`src/rtl/apb_master_arbiter.sv`:
```
// rtl/apb_master_arbiter.sv - round-robin APB master shared by several requesters
module apb_master_arbiter #(
  parameter int NO_OF_REQUESTERS  = 2,
  parameter int NO_OF_SLAVES      = 4,
  parameter int ADDRESS_WIDTH     = 32,
  parameter int DATA_WIDTH        = 32,
  parameter int SLAVE_MEMORY_SIZE = 12,
  parameter int SLAVE_MEMORY_GAP  = 2,
  parameter int MAX_WAIT          = 16
) (
  input  logic                                        pclk,
  input  logic                                        preset_n,
  input  logic [NO_OF_REQUESTERS-1:0]                 req_valid,
  output logic [NO_OF_REQUESTERS-1:0]                 req_ready,
  input  logic [NO_OF_REQUESTERS-1:0]                 req_write,
  input  logic [NO_OF_REQUESTERS*ADDRESS_WIDTH-1:0]   req_addr,
  input  logic [NO_OF_REQUESTERS*DATA_WIDTH-1:0]      req_wdata,
  input  logic [NO_OF_REQUESTERS*(DATA_WIDTH/8)-1:0]  req_strb,
  input  logic [NO_OF_REQUESTERS*3-1:0]               req_prot,
  output logic [NO_OF_REQUESTERS-1:0]                 rsp_valid,
  output logic [DATA_WIDTH-1:0]                       rsp_rdata,
  output logic                                        rsp_err,
  output logic [7:0]                                  rsp_wait_states,
  output logic [ADDRESS_WIDTH-1:0]                    paddr,
  output logic [NO_OF_SLAVES-1:0]                     pselx,
  output logic                                        penable,
  output logic                                        pwrite,
  output logic [DATA_WIDTH-1:0]                       pwdata,
  output logic [DATA_WIDTH/8-1:0]                     pstrb,
  output logic [2:0]                                  pprot,
  input  logic [DATA_WIDTH-1:0]                       prdata,
  input  logic                                        pready,
  input  logic                                        pslverr
);

  localparam int STRB_WIDTH = DATA_WIDTH / 8;
  localparam int GW         = (NO_OF_REQUESTERS > 1) ? $clog2(NO_OF_REQUESTERS) : 1;
  localparam int WCW        = 16;
  localparam logic [63:0] STRIDE = 64'(SLAVE_MEMORY_SIZE + SLAVE_MEMORY_GAP) * 64'd1024;
  localparam logic [63:0] WINDOW = 64'(SLAVE_MEMORY_SIZE) * 64'd1024;
  localparam logic [NO_OF_REQUESTERS-1:0] REQ_ONE  = NO_OF_REQUESTERS'(1);
  localparam logic [GW-1:0]               LAST_RST = GW'(NO_OF_REQUESTERS - 1);
  localparam logic [WCW-1:0]              WAIT_MAX = WCW'(MAX_WAIT);

  typedef enum logic [1:0] {S_IDLE, S_SETUP, S_ACCESS, S_ERR} state_t;

  state_t                  state, state_next;
  logic [GW-1:0]           last_grant, gnt_q, win;
  logic                    found, grant, dec_hit, timeout;
  logic [WCW-1:0]          wait_cnt;
  logic [7:0]              wait_sat;
  logic [NO_OF_SLAVES-1:0] sel_q, dec_sel;
  logic [ADDRESS_WIDTH-1:0] win_addr;
  logic [DATA_WIDTH-1:0]   win_wdata;
  logic [STRB_WIDTH-1:0]   win_strb;
  logic [2:0]              win_prot;
  logic                    win_write;
  logic [63:0]             addr_ext;

  // Round-robin pick starting one past the last grant, then mux the winner's fields
  always_comb begin
    found     = 1'b0;
    win       = '0;
    win_addr  = '0;
    win_wdata = '0;
    win_strb  = '0;
    win_prot  = '0;
    win_write = 1'b0;
    for (int k = 1; k <= NO_OF_REQUESTERS; k++) begin
      for (int i = 0; i < NO_OF_REQUESTERS; i++) begin
        if (!found && req_valid[i] && ((int'(last_grant) + k) % NO_OF_REQUESTERS) == i) begin
          found = 1'b1;
          win   = GW'(i);
        end
      end
    end
    for (int i = 0; i < NO_OF_REQUESTERS; i++) begin
      if (win == GW'(i)) begin
        win_addr  = req_addr[i*ADDRESS_WIDTH +: ADDRESS_WIDTH];
        win_wdata = req_wdata[i*DATA_WIDTH +: DATA_WIDTH];
        win_strb  = req_strb[i*STRB_WIDTH +: STRB_WIDTH];
        win_prot  = req_prot[i*3 +: 3];
        win_write = req_write[i];
      end
    end
  end

  // Fixed memory map decode of the winning address; gaps and out-of-range miss
  always_comb begin
    addr_ext = 64'(win_addr);
    dec_sel  = '0;
    for (int i = 0; i < NO_OF_SLAVES; i++) begin
      if ((addr_ext >= 64'(i) * STRIDE) && (addr_ext < 64'(i) * STRIDE + WINDOW)) begin
        dec_sel[i] = 1'b1;
      end
    end
  end

  assign dec_hit  = |dec_sel;
  assign grant    = preset_n && (state == S_IDLE) && found;
  assign timeout  = (wait_cnt == WAIT_MAX);
  assign wait_sat = (wait_cnt > WCW'(255)) ? 8'hFF : wait_cnt[7:0];

  // State register
  always_ff @(posedge pclk or negedge preset_n) begin
    if (!preset_n) state <= S_IDLE;
    else           state <= state_next;
  end

  // Next-state logic
  always_comb begin
    state_next = state;
    case (state)
      S_IDLE:   if (grant) state_next = dec_hit ? S_SETUP : S_ERR;
      S_SETUP:  state_next = S_ACCESS;
      S_ACCESS: if (pready || timeout) state_next = S_IDLE;
      S_ERR:    state_next = S_IDLE;
      default:  state_next = S_IDLE;
    endcase
  end

  // Combinational outputs: grant strobe and APB select/enable phases
  always_comb begin
    req_ready = '0;
    pselx     = '0;
    penable   = 1'b0;
    if (grant) req_ready = REQ_ONE << win;
    if (state == S_SETUP) pselx = sel_q;
    if (state == S_ACCESS) begin
      pselx   = sel_q;
      penable = 1'b1;
    end
  end

  // Request capture at grant, wait counting and registered responses
  always_ff @(posedge pclk or negedge preset_n) begin
    if (!preset_n) begin
      last_grant      <= LAST_RST;
      gnt_q           <= '0;
      sel_q           <= '0;
      wait_cnt        <= '0;
      paddr           <= '0;
      pwrite          <= 1'b0;
      pwdata          <= '0;
      pstrb           <= '0;
      pprot           <= '0;
      rsp_valid       <= '0;
      rsp_rdata       <= '0;
      rsp_err         <= 1'b0;
      rsp_wait_states <= '0;
    end else begin
      rsp_valid <= '0;
      if (grant) begin
        last_grant <= win;
        gnt_q      <= win;
        sel_q      <= dec_sel;
        wait_cnt   <= '0;
        paddr      <= win_addr;
        pwrite     <= win_write;
        pwdata     <= win_wdata;
        pstrb      <= win_write ? win_strb : '0;
        pprot      <= win_prot;
      end
      case (state)
        S_ACCESS: begin
          if (pready) begin
            rsp_valid       <= REQ_ONE << gnt_q;
            rsp_err         <= pslverr;
            rsp_rdata       <= pwrite ? '0 : prdata;
            rsp_wait_states <= wait_sat;
          end else if (timeout) begin
            rsp_valid       <= REQ_ONE << gnt_q;
            rsp_err         <= 1'b1;
            rsp_rdata       <= '0;
            rsp_wait_states <= wait_sat;
          end else begin
            wait_cnt <= wait_cnt + WCW'(1);
          end
        end
        S_ERR: begin
          rsp_valid       <= REQ_ONE << gnt_q;
          rsp_err         <= 1'b1;
          rsp_rdata       <= '0;
          rsp_wait_states <= '0;
        end
        default: ;
      endcase
    end
  end

endmodule

```
`config.mk`:
```
export PLATFORM = sky130hd
export DESIGN_NAME = apb_master_arbiter
export DESIGN_NICKNAME = d
export VERILOG_FILES = /design/src/rtl/apb_master_arbiter.sv
export SDC_FILE = /design/constraint.sdc
export NUM_CORES = 1
export LEC_CHECK = 0
export BUFFER_PORTS_ARGS = -buffer_cell sky130_fd_sc_hd__buf_4
export CAP_MARGIN = 20
export CORE_ASPECT_RATIO = 1.75
export CORE_MARGIN = 2
export CORE_UTILIZATION = 46
export DETAILED_ROUTE_END_ITERATION = 7
export PLACE_DENSITY = 0.85
export SLEW_MARGIN = 20
export SYNTH_ARGS = -nofsm -noshare
export SYNTH_HDL_FRONTEND = slang
export SYNTH_SLANG_ARGS = --single-unit
```
`constraint.sdc`:
```
create_clock -name pclk -period 2.3 [get_ports pclk]
set_input_delay 0.23 -clock pclk [delete_from_list [all_inputs] [get_ports pclk]]
set_output_delay 0.23 -clock pclk [all_outputs]
set_load 0.05 [all_outputs]
```
==> results of run 1 <==
power by group through the flow:
stage,Clock (W),Combinational (W),Sequential (W)
after floorplan,0,0.00177,0.00717
after global placement,0,0.00724,0.00407
after detailed placement,0,0.00735,0.00408
after CTS,0.00285,0.00735,0.00406
after global routing,0.00297,0.00770,0.00417
final,0.00280,0.00732,0.00406
sequential cells by signal (all words and copies together) (netlist names), 3 cells and up:
name and flops:
pstrb 4, paddr 32, wait_cnt 16, pwdata 32
rsp_wait_states 8, pprot 3, sel_q 4, rsp_rdata 32
area by class of cell:
cell class	instances	area [um^2]	area share, %
clock buffers	19	443	4.74
clock inverters	13	166	1.78
inverters	10	40.0	0.428
multi-input cells	469	2560	27.4
flip-flops and latches	139	3480	37.2
well taps	174	218	2.33
repair buffers	317	2440	26.1
cell usage in the layout, fill, tap and decap left out, drive strengths merged, types with 5 or more instances in the layout:
cell     count
mux2i        6
nand3        9
nand4        7
nor4        11
o21ai       18
dfrtp      138
a21oi        5
xor2         8
nand2      158
clkinv       5
clkbuf      19
a31oi       70
a22o        32
buf        316
inv         12
o2bb2ai      8
nor2        93
cell families (layout without fill, tap and decap cells):
| group | count (synthesis) | in the layout |
|---|---|---|
| AO/OA/AOI/OAI | 153 | 153 |
| XOR/XNOR | 9 | 9 |
| adder cells (fa/ha/maj) | 2 | 2 |
| buffers and inverters | 55 | 359 |
| flip-flops | 139 | 139 |
| multiplexers | 7 | 7 |
| AND/OR/NAND/NOR | 298 | 298 |
metrics by stage:
| step | power, W | setup slack [ps] | hold slack, ps | util [%] |
|---|---|---|---|---|
| after floorplan | 0.00894 | 385 | -65.6 | - |
| after global placement | 0.0113 | 344 | 435 | 65.2 |
| after detailed placement | 0.0114 | 254 | 445 | 65.2 |
| after CTS | 0.0143 | 136 | 9.49 | 69.8 |
| after global routing | 0.0148 | 56.5 | 21.0 | 69.8 |
| final | 0.0142 | 171 | 32.3 | 69.8 |
metal layers:
layer	wire length [um]	vias up
met5	0	-
met4	678	0
met3	1250	50
met2	10600	278
met1	7150	2979
li1	-	2897
worst max path at each step:
stage | to | cells after the start | startpoint
finish | req_ready[0] | 6 | state[1]
CTS | req_ready[0] | 6 | state[1]
detailed placement | rsp_rdata[17] | 8 | wait_cnt[0]
global route | req_ready[0] | 6 | state[1]
floorplan | req_ready[0] | 5 | state[1]
global placement | rsp_rdata[18] | 8 | wait_cnt[0]
timing repair:
item / in CTS / in global routing
endpoints found under the hold margin: 0 / 2
hold buffers: 0 / 1
setup endpoints to repair: 0 / 0
gates resized for setup: 0 / 0
==> results.md, run 1 <==
- Run status: complete, no violations
- HP Start: prdata[8]
- Yosys cell types: 53
- Worst path slowest cell: dfrtp_1
- Final layout net count: 1138
- Setup TNS: 0 ps
- CTS tree: built
- Most frequent CP cell: buf_4
- TritonCTS Buffers: 17
- Port Buf Inserts: 303
- Busiest grt layer: met2
- N_diodes: 0
- CP Cell Sequence: inv_2 > o211ai_1 > nand2b_1 > buf_4 > nor2_1 > buf_4
- Area grow syn2layout: 49.0%
- Relative slew margins: between 40% and 50%
- First-pass GRT wire length: 30700 um
- Cells after DPL: between 1000 and 1500
- Final Instance Area: 9350 um^2
- Mux share of post-synthesis cell area: ~1.1%
- EDFF count, synth: 0
- Vias in the first global route: roughly 6200
- Number of fill cells in the layout: 1037
- Post-synthesis adder-cell area fraction: 0.399%
- Placed inst area: about 8700 um^2
- HP Class: input pin to flop
- Final hold violation count: 0
- CP Launch Type: flop
- FF-to-FF Start: wait_cnt[0]
- Count leader, synth: nand2_1
- Wire per inst: 17.2 um
- Sw frac: a little under half
- Clock share of power: about a fifth
- Peak fanout along the critical path: 9
- Setup bufs post-CTS: 0
- Clock skew: 13.2 ps
- Synth Area per Inst: 9.46 um^2
- Core Footprint: 13400 um^2
- Hold endpoint: rsp_rdata[8]
- Clk slew on worst S/H paths: 70 ps
- Mapped Area: 6270 um^2
- Maximum VDD drop: 0.866 mV
- Gr usage total: 26.7%
- Height of the die: 158 um
- Met2 GRT Util: approximately 48%
- Met3 GRT Util: about 6%
- Total global routing overflow: 0
- Estimated wirelength of the detail-placed design: 14500 um
- Worst skew pair latency: 410 ps
- Largest area contributor in the netlist: dfrtp_1
- Slowest stage delay, CP: 440 ps
- Post-synth top cells: nand2_1 (158), dfrtp_1 (138), nor2_1 (90)
- DRC Markers: 0
- Simple-gate share of the synthesized area: 20.7%
- Initial core utilization: 46.9%
- Worst Tran Pin Value: 789 ps
- Largest net degree at the start of global routing: 140
- Tcrit/Tclk final: between 90% and 100%
- Critical path type: flop to output port
- Async S/R FF share, synth: 100%
- Synth Register Bits: 139
- Final WL: 19700 um
- WP data required: 2070 ps
- Clock Sinks: 139
- Register share of total power: 28.7%
- Crit Reg-Reg Endpoint: rsp_rdata[3]
- Leakage: around 4.6 nW
- Synth Area in Compound Gates: 17.0%
- Hold depth: 2
- Main combinational cell family by area after synthesis: simple AND/OR/NAND/NOR gates
- Post-Layout Cell Count: 1141
- WP buf/inv: 3
- Routed Antenna Nets: 0
- Fraction of layout cells with a size suffix above 1: a little under two fifths
- R2R Setup Slk: 230 ps
- CTS Buffer Depth: 2
- Endpoint type of the worst setup path: output port
- RSZ-0062 raised after global routing: no
- Cell Pwr Density: 1520 nW/um^2
- Initial antenna violation count: 0
- Sequential cell area fraction in the yosys report: 55.5%
- Max-cap violations: 0
- GRT met1 Usage: between 30% and 40%
- Die Wd: about 90 um
- Synth Net Count: 847
- Fmax: about 470 MHz
- Top FF cell, synth: dfrtp_1
- CP delay by family, top: buffers and inverters
- 1st-pass router iterations: 5
- Post-Syn Instances: between 600 and 700
- Crit path time final: 2130 ps
- Final setup viols: 0
- Top cell type's share of synthesized area: 55.0%
- Arrival time worst endpoint: approximately 1900 ps
- Placer congestion estimate: 0.913
- Row cnt: 56
- Combinational power share: 51.6%
- Synth Area in XOR/XNOR: under 10%
- Sw Pwr: slightly below 0.007 W
- Clock Tree Root: clkbuf_16
- 1st-iter DRT viols: 291
- Int Power: 0.00742 W
- H-tree depth: 4
- Area of the die: 14600 um^2
- Detailed-route via count: roughly 6200
- Top Ports: 304
- Yosys synthesis warning count: 0
- Max-slew violations: 0
- Synth top area cells: dfrtp_1 (55%), nand2_1 (9.5%), a31oi_1 (7.0%)
- Via-to-Cell Ratio: 5.44
- Worst reg-to-reg path cell count: 8
Power figures use the tool's default switching activity.
==> run 2, diff against run 1 <==
--- a/config.mk
+++ b/config.mk
@@ -11,7 +11,9 @@
 export CORE_MARGIN = 2
 export CORE_UTILIZATION = 46
 export DETAILED_ROUTE_END_ITERATION = 7
+export GPL_TIMING_DRIVEN = 1
 export PLACE_DENSITY = 0.85
+export SETUP_SLACK_MARGIN = 0.3
 export SLEW_MARGIN = 20
 export SYNTH_ARGS = -nofsm -noshare
 export SYNTH_HDL_FRONTEND = slang
==> results.md, run 2 (synthesized netlist as in run 1, its figures left out) <==
- Run status: complete, no violations
- Clock skew: 11.8 ps (-1.45 ps)
- Height of the die: 158 um (unchanged)
- Setup WS pre-CTS: 254 ps (unchanged)
- Wire per inst: 17.3 um (+0.31%)
- Setup TNS: 0 ps (unchanged)
- Port Buf Inserts: 303 (unchanged)
- Relative slew margins: 47.4% (about the same)
- CTS tree: built
- Max-cap violations: 0 (unchanged)
- Largest net degree at the start of global routing: 140 (unchanged)
- HP Class: input pin to flop
- Fraction of layout cells with a size suffix above 1: 38.7% (+1.1 points)
- Number of fill cells in the layout: 1019 (-1.7%)
- DRC Markers: 0 (unchanged)
- Fmax: 519 MHz (+10%)
- Clk slew on worst S/H paths: 70 ps (about the same)
- Via-to-Cell Ratio: 5.45 (+0.32%)
- Register Area: 3480 um^2 (about the same)
- Clock Sinks: 139 (unchanged)
- Crit path time final: 1930 ps (-201 ps)
- Arrival time worst endpoint: 2220 ps (+320 ps)
- CP Launch Type: flop
- First-pass GRT wire length: 30700 um (about the same)
- N_diodes: 0 (unchanged)
- Vias in the first global route: 6204 (+0.27%)
- Multi-input logic area: 2580 um^2 (+0.49%)
- 1st-iter DRT viols: 314 (+7.9%)
- Placer congestion estimate: 0.913 (unchanged)
- H-tree depth: 4 (unchanged)
- Most frequent cells in the layout: buf_4 (314), nand2_1 (158), dfrtp_1 (137), nor2_1 (88), a31oi_1 (70)
- Gr usage total: 26.7% (about the same)
- Final layout net count: 1145 (+0.62%)
- Final WL: 19900 um (+0.93%)
- Area grow syn2layout: 50.5%
- Maximum VDD drop: 0.866 mV (about the same)
- Core Footprint: 13400 um^2 (unchanged)
- Max-slew violations: 0 (unchanged)
- FF-to-FF Start: wait_cnt[12]
- Leakage: 4.63 nW (+1.1%)
- Endpoint type of the worst setup path: flop
- Initial core utilization: 46.9% (unchanged)
- Total power: 0.0143 W (+0.96%)
- WP data required: 2590 ps (+520 ps)
- Top Registers: paddr (32), pwdata (32), rsp_rdata (32)
- TritonCTS Buffers: 17 (unchanged)
- Final hold violation count: 0 (unchanged)
- Util after Layout: 70.5% (+0.69 points)
- Most common cell after layout, fill and taps aside: buf_4
- Tcrit/Tclk final: 83.8% (-8.7 points)
- Worst Tran Pin Value: 789 ps (-0.116 ps)
- Final setup viols: 0 (unchanged)
- Cells after DPL: 1108 (unchanged)
- Initial antenna violation count: 0 (unchanged)
- Peak fanout along the critical path: 43 (+34)
- Hold depth: 2 (unchanged)
- Worst reg-to-reg path cell count: 6 (-2)
- RSZ-0062 raised after global routing: yes
- Routed Antenna Nets: 0 (unchanged)
- Hold endpoint: rsp_rdata[8]
- Top Ports: 304 (unchanged)
- Cell Pwr Density: 1520 nW/um^2 (about the same)
- Row cnt: 56 (unchanged)
- R2R Setup Slk: 370 ps (+140 ps)
- Clock Tree Root: clkbuf_16
- 1st-pass router iterations: 6 (+1)
- Critical path type: flop to flop
- Die Wd: 92.3 um (unchanged)
- Crit Reg-Reg Endpoint: rsp_rdata[3]
- Area of the die: 14600 um^2 (unchanged)
- Total global routing overflow: 0 (unchanged)
- Detailed-route via count: 6262 (+0.93%)
- Post-Layout Cell Count: 1148 (+0.61%)
- Worst skew pair latency: 410 ps (about the same)
- Estimated wirelength of the detail-placed design: 14500 um (unchanged)
- Setup WS post-layout: 372 ps (+201 ps)
- CTS Buffer Depth: 2 (unchanged)
- HP Start: prdata[8]
==> run 2: what timing repair did <==
item                                    CTS  global route
hold buffers                              0             1
buffers inserted                          1             6
gates resized for setup                   6             9
endpoints found under the setup margin   34            47
pin swaps                                 1             2
endpoints found under the hold margin     0             2
==> run 2: worst max path at each step <==
stage,startpoint,endpoint,slack (ps)
floorplan,state[1],req_ready[0],390
global placement,wait_cnt[0],rsp_rdata[18],340
detailed placement,wait_cnt[0],rsp_rdata[17],250
CTS,state[1],req_ready[0],310
global route,wait_cnt[0],rsp_rdata[1],300
finish,wait_cnt[12],rsp_rdata[3],370
==> run 2: where the power goes <==
part | switching (W) | internal [W] | leakage, nW
Clock | 0.00106 | 0.00174 | 0.290
Combinational | 0.00511 | 0.00233 | 2.64
Sequential | 0.000636 | 0.00343 | 1.70
==> run 2: layout make-up <==
cell class | count | area share, %
timing repair buffer | 324 | 26.6
sequential | 139 | 36.9
tap | 174 | 2.31
clock inverter | 13 | 1.76
inverter | 10 | 0.451
clock buffer | 19 | 4.69
multi-input combinational | 469 | 27.3
==> run 2: metrics by stage <==
step           cell area (um^2)  hold WS (ps)
5_1_grt                    9440          21.0
3_5_place_dp               8730           445
6_report                   9440          29.2
4_1_cts                    9360          9.69
3_3_place_gp               8730           435
2_1_floorplan              6270         -65.6
==> run 2: critical path, cell delays in order (launching register included) <==
cell and delay, ps:
dfrtp_1 430, nor4_1 410, nand4_1 220, o21bai_2 220
o21ai_2 90, buf_12 190, a22o_1 250
==> run 2: metal layers <==
layer,part of all wire (%),vias up,GRT usage (%)
li1,-,2919,-
met1,37,3009,30.1
met2,53,283,48.4
met3,6.3,51,5.82
met4,3.4,0,11.7
met5,0,-,0
